==> src/rtl/mem_port_arbiter.sv <==
// Arbitrates the instruction-fetch (I) and data (D) ports onto one single-port synchronous memory.
// One transaction is in flight at a time. The memory latency is fixed. Simultaneous requests alternate round-robin.
module mem_port_arbiter #(
  parameter int ADDR_W      = 32,
  parameter int DATA_W      = 32,
  parameter int MEM_LATENCY = 2
) (
  input  logic              clk,
  input  logic              rst,
  input  logic              i_req,
  input  logic [ADDR_W-1:0] i_addr,
  output logic [DATA_W-1:0] i_rdata,
  output logic              i_ready,
  input  logic              d_req,
  input  logic              d_we,
  input  logic [ADDR_W-1:0] d_addr,
  input  logic [DATA_W-1:0] d_wdata,
  output logic [DATA_W-1:0] d_rdata,
  output logic              d_ready,
  output logic              m_en,
  output logic              m_we,
  output logic [ADDR_W-1:0] m_addr,
  output logic [DATA_W-1:0] m_wdata,
  input  logic [DATA_W-1:0] m_rdata,
  output logic              busy
);

  typedef enum logic [1:0] {ST_IDLE, ST_ISSUE, ST_WAIT, ST_RESP} state_t;

  localparam logic [3:0] LAT = 4'(MEM_LATENCY);

  state_t            r_state;
  state_t            w_state_next;
  logic [3:0]        r_cnt;
  logic              r_gnt_d;
  logic              r_last_d;
  logic              r_we;
  logic [ADDR_W-1:0] r_addr;
  logic [DATA_W-1:0] r_wdata;
  logic [DATA_W-1:0] r_i_rdata;
  logic [DATA_W-1:0] r_d_rdata;
  logic              w_any_req;
  logic              w_pick_d;
  logic              w_grant;
  logic              w_last_wait;
  logic              w_m_en;
  logic              w_m_we;
  logic              w_i_ready;
  logic              w_d_ready;

  // On a tie, the port that did not win the last tie gets the grant.
  assign w_any_req   = i_req | d_req;
  assign w_pick_d    = d_req & (~i_req | ~r_last_d);
  assign w_grant     = (r_state == ST_IDLE) && w_any_req;
  assign w_last_wait = (r_state == ST_WAIT) && (r_cnt == 4'd1);

  always_ff @(posedge clk) begin
    if (rst) begin
      r_state <= ST_IDLE;
    end else begin
      r_state <= w_state_next;
    end
  end

  always_comb begin
    w_state_next = r_state;
    w_m_en       = 1'b0;
    w_m_we       = 1'b0;
    w_i_ready    = 1'b0;
    w_d_ready    = 1'b0;
    case (r_state)
      ST_IDLE: begin
        if (w_any_req) w_state_next = ST_ISSUE;
      end
      ST_ISSUE: begin
        w_m_en       = 1'b1;
        w_m_we       = r_we;
        w_state_next = ST_WAIT;
      end
      ST_WAIT: begin
        if (r_cnt == 4'd1) w_state_next = ST_RESP;
      end
      ST_RESP: begin
        w_i_ready    = ~r_gnt_d;
        w_d_ready    = r_gnt_d;
        w_state_next = ST_IDLE;
      end
      default: w_state_next = ST_IDLE;
    endcase
  end

  always_ff @(posedge clk) begin
    if (rst) begin
      r_cnt     <= 4'd0;
      r_gnt_d   <= 1'b0;
      r_last_d  <= 1'b1;
      r_we      <= 1'b0;
      r_addr    <= '0;
      r_wdata   <= '0;
      r_i_rdata <= '0;
      r_d_rdata <= '0;
    end else begin
      if (w_grant) begin
        r_gnt_d <= w_pick_d;
        if (i_req && d_req) r_last_d <= w_pick_d;
        r_we    <= w_pick_d & d_we;
        r_addr  <= w_pick_d ? d_addr : i_addr;
        if (w_pick_d) r_wdata <= d_wdata;
        r_cnt   <= LAT;
      end
      if (r_state == ST_WAIT) r_cnt <= r_cnt - 4'd1;
      // Writes spend the same time in WAIT but never touch the rdata registers.
      if (w_last_wait && !r_we) begin
        if (r_gnt_d) r_d_rdata <= m_rdata;
        else         r_i_rdata <= m_rdata;
      end
    end
  end

  assign m_en    = w_m_en;
  assign m_we    = w_m_we;
  assign m_addr  = r_addr;
  assign m_wdata = r_wdata;
  assign i_ready = w_i_ready;
  assign d_ready = w_d_ready;
  assign i_rdata = r_i_rdata;
  assign d_rdata = r_d_rdata;
  assign busy    = (r_state != ST_IDLE);

endmodule
==> config.mk <==
export PLATFORM = sky130hd
export DESIGN_NAME = mem_port_arbiter
export DESIGN_NICKNAME = d
export VERILOG_FILES = /design/src/rtl/mem_port_arbiter.sv
export SDC_FILE = /design/constraint.sdc
export NUM_CORES = 1
export LEC_CHECK = 0
export ABC_AREA = 1
export BUFFER_PORTS_ARGS = -buffer_cell sky130_fd_sc_hd__buf_2
export CAP_MARGIN = 20
export CORE_MARGIN = 5
export CORE_UTILIZATION = 41
export CTS_CLUSTER_DIAMETER = 150
export DETAILED_ROUTE_END_ITERATION = 12
export PLACE_DENSITY_LB_ADDON = 0.08
export SETUP_SLACK_MARGIN = 0.1
export SLEW_MARGIN = 25
export SYNTH_ARGS = -nofsm -noshare
export SYNTH_HDL_FRONTEND = slang
export SYNTH_SLANG_ARGS = --single-unit
==> constraint.sdc <==
create_clock -name clk -period 4 [get_ports clk]
set_input_delay 0.6 -clock clk [delete_from_list [all_inputs] [get_ports clk]]
set_output_delay 0.6 -clock clk [all_outputs]
set_load 0.01 [all_outputs]
==> summary.txt, run 1 <==
Critical path
  • CP endpoint kind: flip-flop
  • Critical path's slowest cell: sky130_fd_sc_hd__inv_2
  • Critical-path maximum fanout: 34
  • Delay-heaviest family, CP: buffers and inverters
  • Data required time of the worst path: 4.34 ns
  • Type of element launching the critical path: flip-flop
  • Worst path arrival time: 2.71 ns
  • List of cells traversed by the critical path: inv_1 > ha_1 > nand3_2 > inv_2 > nand2_1 > a21oi_1
  • Worst path buffer plus inverter count: 2
  • Crit Path Category: flip-flop to flip-flop
  • Largest incremental delay on the critical path: 0.69 ns

STA
  • Number of pins exceeding their max-slew limit in the final report: 0
  • Highest clock frequency the design can meet: 421.2 MHz
  • Accumulated negative setup slack: 0 ns
  • Final number of setup-violating endpoints: 0
  • Share of the clock period used by the worst path: 59.35%
  • Minimum clock period: 2.374 ns
  • Final-report hold violation count: 0
  • Unrepaired setup endpoints after global routing: false
  • Worst slew slack as a fraction of its limit: 38.51%
  • Transition at the pin with the smallest max-transition slack: 0.9223 ns
  • Worst Clk Skew: 0.008785 ns

Clock tree
  • Clk Latency, worst-skew pair: 0.42 ns
  • Number of buffers inserted by hold repair at cts: 0
  • Root Buffer Master: sky130_fd_sc_hd__clkbuf_16
  • # H-tree levels: 4
  • Num CTS Buffers: 17
  • Number of gates resized after CTS: 0
  • TritonCTS Sinks: 137
  • Post-CTS setup buffers: 0
  • Clock transition at the register clock pins on the worst setup and hold paths after CTS: 0.06 ns
  • CTS tree: built
  • CTS Buffer Depth: 2

Pwr
  • Power density over the cells: 553.2 nW/um^2
  • Power Total: 0.004672 W
  • Leakage component of the power: 4.696 nW
  • Peak ir drop on the vdd network: 0.0002856 V

Floorplan
  • Std-Cell Rows: 45
  • Top-level port count: 266
  • Core Region: 15310 um^2
  • Die span in x: 135.4 um
  • Die Outline Area: 18330 um^2
  • Initial Utilization: 42.08%
  • Overall die height: 135.4 um

Final layout
  • Total Nets Final: 1378
  • Share of cells above drive strength 1: 25.18%
  • Most frequent cells in the layout: sky130_fd_sc_hd__nand2_1 (276), sky130_fd_sc_hd__buf_2 (265), sky130_fd_sc_hd__inv_1 (203)
  • Antenna cell count: 0
  • Synth-to-layout area growth: 31.04%
  • Most frequent standard cell in the layout excluding fill and tap cells: sky130_fd_sc_hd__nand2_1

Min path
  • Hold crit path type: primary input to flip-flop

Route
  • Number of vias per cell: 4.384
  • Total wire length after detailed routing: 17.90 mm
  • Wirelength per Cell: 12.24 um
  • 1st-iter DRT viols: 373
  • Number of nets still failing antenna checks after routing: 0
  • DRC violation count after routing: 0
  • First drt pass iteration count: 6
  • Vias: 6410

Logic synthesis
  • Area fraction in compound gates after synthesis: 6.115%
  • FF+latch count, synth: 137
  • Number of different library cells in the post-synthesis netlist: 21
  • XOR/XNOR Fraction of Synth Area: 0%
  • Synth Cell Area: 6445 um^2
  • Synth Warn #: 0
  • Fraction of synthesized area in multiplexers: 0%
  • Main combinational cell family by area after synthesis: simple AND/OR/NAND/NOR gates
  • Register area share after synthesis: 42.55%
  • Gate count after technology mapping: 1008
  • Synthesized-area fraction occupied by adder cells: 1.359%
  • Basic-gate share of the synthesized area counting and, or, nand and nor cells: 33.28%
  • Average cell area after synthesis: 6.394 um^2
  • Net count after synthesis: 1148

Global route
  • Initial antenna violation count: 1
  • Via count of the first global-routing pass: 5812
  • Remaining global-route overflow: 0
  • Global routing usage summed across all routing layers: 19.19%
  • Global-route wire length before repair: 28.39 mm
  • Pin count of the biggest net entering global routing: 66

Run status
  • Status: finished clean

Flow run
  • Maximum Capacitance Violations: 0

Place
  • Hpwl dp: 12.72 mm
  • GP Congestion: 0.7919
  • Port Buf Inserts: 265
flip-flops by register name, indices dropped and copies added (netlist names):
| name | count |
|---|---|
| r_state | 2 |
| m_wdata | 32 |
| i_rdata | 32 |
| r_last_d | 1 |
| r_we | 1 |
| d_rdata | 32 |
| m_addr | 32 |
| r_cnt | 4 |
| r_gnt_d | 1 |
metal layers:
| metal | GRT usage (%) | wire length (um) | vias up |
|---|---|---|---|
| li1 | - | - | 3464 |
| met1 | 23.93 | 7903 | 2723 |
| met2 | 30.81 | 8154 | 193 |
| met3 | 7.207 | 1507 | 28 |
| met4 | 6.047 | 323 | 2 |
| met5 | 0 | 13 | - |
metrics by stage:
stage               cells  setup slack (ns)  instance area (um^2)  utilization (%)  hold slack [ns]
floorplan            1008             2.495                  6445                -           0.4425
global placement     1430             1.534                  7800            50.93           0.4495
detailed placement   1430             1.529                  7805            50.96           0.4528
CTS                  1462             1.593                  8446            55.15           0.4049
global route         1462             1.318                  8446            55.15           0.4107
finish               1462             1.626                  8446            55.15           0.4238
cell type report:
type | count | area [um^2]
Clock buffer | 22 | 474.2
Clock inverter | 10 | 166.4
Fill cell | 1618 | 6869
Inverter | 208 | 780.7
Multi-Input combinational cell | 602 | 2639
Sequential cell | 137 | 2743
Tap cell | 211 | 264.0
Timing Repair Buffer | 272 | 1379
logic make-up (layout without fill, tap and decap cells):
kind of cell,Yosys count,in the layout
AND/OR/NAND/NOR,517,517
flip-flops,137,137
AO/OA/AOI/OAI,78,78
adder cells (fa/ha/maj),7,7
buffers and inverters,269,512
power breakdown:
part / total (W) / leakage (nW) / switching (W) / internal [W]
sequential: 0.00169 / 1.12 / 0.000113 / 0.00158
clock: 0.00169 / 0.307 / 0.000591 / 0.00110
combinational: 0.00129 / 3.27 / 0.000864 / 0.000430
path summary, 6_finish.rpt:
check                      startpoint                       end  slack, ns  cells after the start
min reg2reg  m_wdata[10]$_SDFFE_PP0P_  m_wdata[10]$_SDFFE_PP0P_       0.46                      2
max           r_state[0]$_SDFFE_PP0P_  m_wdata[25]$_SDFFE_PP0P_       1.63                      6
min                        d_wdata[5]   m_wdata[5]$_SDFFE_PP0P_       0.42                      3
max reg2reg   r_state[0]$_SDFFE_PP0P_  m_wdata[25]$_SDFFE_PP0P_       1.63                      6
Yosys cell counts:
cell type / count / area share [%]
sky130_fd_sc_hd__nand2_1: 277 / 16
sky130_fd_sc_hd__inv_1: 204 / 12
sky130_fd_sc_hd__nor2_1: 165 / 9.6
sky130_fd_sc_hd__dfxtp_1: 137 / 43
sky130_fd_sc_hd__nand4_1: 65 / 6.3
sky130_fd_sc_hd__a21oi_1: 41 / 3.2
sky130_fd_sc_hd__o21ai_0: 36 / 2.8
sky130_fd_sc_hd__buf_2: 34 / 2.6
sky130_fd_sc_hd__buf_1: 13 / 0.76
sky130_fd_sc_hd__clkbuf_1: 7 / 0.41
sky130_fd_sc_hd__ha_1: 7 / 1.4
sky130_fd_sc_hd__buf_4: 6 / 0.70
sky130_fd_sc_hd__inv_2: 4 / 0.23
sky130_fd_sc_hd__nand3_1: 3 / 0.23
sky130_fd_sc_hd__nand4_2: 2 / 0.39
sky130_fd_sc_hd__nor2_2: 2 / 0.19
sky130_fd_sc_hd__clkbuf_2: 1 / 0.078
sky130_fd_sc_hd__nand3_2: 1 / 0.16
sky130_fd_sc_hd__nor2_4: 1 / 0.17
sky130_fd_sc_hd__nor3_1: 1 / 0.078
sky130_fd_sc_hd__o21ai_2: 1 / 0.14
tightest hold or removal path, cell delays in order:
cell	delay (ns)
sky130_fd_sc_hd__buf_2	0.09
sky130_fd_sc_hd__nand2_1	0.05
sky130_fd_sc_hd__a21oi_1	0.05
No activity file was read; power rests on OpenSTA's default activity.
==> run 2, diff against run 1 <==
- clock period: 4 -> 2.1 ns (I/O delays scaled with it)
==> summary.txt, run 2 (same netlist as run 1, synthesis figures left out) <==
Floorplan
  • Std-Cell Rows: 45
  • Top-level port count: 266
  • Die Outline Area: 18330 um^2
  • Core Region: 15310 um^2
  • Overall die height: 135.4 um
  • Die span in x: 135.4 um
  • Initial Utilization: 42.08%

Critical path
  • Critical path's slowest cell: sky130_fd_sc_hd__buf_4
  • Worst path arrival time: 2.09 ns
  • Largest incremental delay on the critical path: 0.52 ns
  • List of cells traversed by the critical path: inv_1 > ha_1 > inv_2 > nor2_4 > buf_4 > nand4_1 > nand2_1 > nor2_1
  • Data required time of the worst path: 2.41 ns
  • CP endpoint kind: flip-flop
  • Critical-path maximum fanout: 64
  • Crit Path Category: flip-flop to flip-flop
  • Type of element launching the critical path: flip-flop

Route
  • Vias: 6441
  • Total wire length after detailed routing: 18.02 mm
  • Number of nets still failing antenna checks after routing: 0
  • DRC violation count after routing: 0
  • Number of vias per cell: 4.379
  • 1st-iter DRT viols: 324
  • First drt pass iteration count: 4
  • Wirelength per Cell: 12.25 um

Global route
  • Initial antenna violation count: 1
  • Met1 track demand over resource in global routing: 24.23%
  • Pin count of the biggest net entering global routing: 65
  • Remaining global-route overflow: 0
  • Global-route wire length before repair: 28.72 mm
  • Via count of the first global-routing pass: 5844
  • GRT met2 Usage: 30.64%
  • Met3 Track Usage GR: 7.355%
  • Global routing usage summed across all routing layers: 19.31%
  • Most used routing layer in global routing: met2

Final layout
  • Final Instance Count excl. Fillers: 1471
  • Post-Route Utilization: 55.91%
  • Most frequent standard cell in the layout excluding fill and tap cells: sky130_fd_sc_hd__nand2_1
  • Share of cells above drive strength 1: 25.87%
  • Total Nets Final: 1387
  • Most frequent cells in the layout: sky130_fd_sc_hd__nand2_1 (276), sky130_fd_sc_hd__buf_2 (265), sky130_fd_sc_hd__inv_1 (203)
  • Multi-input combinational cell area: 2634 um^2
  • Register cell area after layout: 2743 um^2
  • Total of fill cells in the finished design: 1618
  • Antenna cell count: 0
  • Synth-to-layout area growth: 32.85%

Clock tree
  • Post-CTS setup buffers: 0
  • TritonCTS Sinks: 137
  • CTS Buffer Depth: 2
  • Clock transition at the register clock pins on the worst setup and hold paths after CTS: 0.06 ns
  • Number of buffers inserted by hold repair at cts: 0
  • Num CTS Buffers: 17
  • # H-tree levels: 4
  • CTS tree: built
  • Root Buffer Master: sky130_fd_sc_hd__clkbuf_16
  • Clk Latency, worst-skew pair: 0.41 ns
  • Number of gates resized after CTS: 0

STA
  • Final-report hold violation count: 0
  • Worst Clk Skew: 0.009992 ns
  • Number of pins exceeding their max-slew limit in the final report: 0
  • Share of the clock period used by the worst path: 84.89%
  • Transition at the pin with the smallest max-transition slack: 0.6218 ns
  • Minimum clock period: 1.783 ns
  • Final number of setup-violating endpoints: 0
  • Accumulated negative setup slack: 0 ns
  • Unrepaired setup endpoints after global routing: false
  • Highest clock frequency the design can meet: 561.0 MHz
  • Worst slew slack as a fraction of its limit: 58.55%

Place
  • GP Congestion: 0.7994
  • Hpwl dp: 12.75 mm
  • Port Buf Inserts: 265
  • Placed cell count: 1439

Pwr
  • Leakage component of the power: 4.754 nW
  • Peak ir drop on the vdd network: 0.0005195 V
  • Power Total: 0.009027 W
  • Power density over the cells: 1054 nW/um^2

Flow run
  • Maximum Capacitance Violations: 0

Run status
  • Status: finished clean

Min path
  • Hold crit path type: primary input to flip-flop
-- run 2: cell types whose count changed in the layout (fill, tap and decap cells not counted), sizes merged --
cell / delta
inv: +3
clkinv: -1
buf: +9
clkinvlp: +1
clkbuf: -3
-- run 2: final timing paths --
path | startpoint | endpoint | slack (ns) | depth (start not counted)
hold reg to reg | m_wdata[21]$_SDFFE_PP0P_ | m_wdata[21]$_SDFFE_PP0P_ | 0.46 | 2
setup reg to reg | r_state[0]$_SDFFE_PP0P_ | i_rdata[25]$_SDFFE_PP0P_ | 0.32 | 8
setup / recovery | r_state[0]$_SDFFE_PP0P_ | i_rdata[25]$_SDFFE_PP0P_ | 0.32 | 8
hold / removal | d_wdata[29] | m_wdata[29]$_SDFFE_PP0P_ | 0.14 | 3
-- run 2: through the flow --
step,hold slack [ns],area (um^2),setup slack [ns]
after CTS,0.1245,8562,0.3135
after detailed placement,0.4542,7918,0.3201
after global placement,0.4495,7918,0.3203
after floorplan,0.4425,6445,0.6307
final,0.1426,8562,0.3174
after global routing,0.1361,8562,0.1332
-- run 2: per-layer routing --
metal / vias to the layer above / part of all wire, %
met1: 2716 / 43
met3: 23 / 9.3
met2: 220 / 46
met4: 2 / 1.6
li1: 3480 / -
met5: - / 0.039
-- run 2: layout make-up --
class / instances / area share, %
clock inverters: 13 / 2.236
inverters: 208 / 9.119
multi-input cells: 602 / 30.76
flip-flops and latches: 137 / 32.03
repair buffers: 281 / 17.48
clock buffers: 19 / 5.290
well taps: 211 / 3.083
-- run 2: where the power goes --
part | internal [W] | leakage [nW] | switching, W
sequential | 0.00301 | 1.12 | 0.000215
clock | 0.00206 | 0.307 | 0.00117
combinational | 0.000906 | 3.33 | 0.00167
total | 0.00597 | 4.75 | 0.00305
-- run 2: worst max-delay path, delay by kind of cell, from the launching register on --
kind / cells / cell delay (ns)
and+or+nand+nor: 4 / 0.42
adders and majority gates: 1 / 0.19
buffers and inverters: 3 / 0.70
DFF: 1 / 0.33
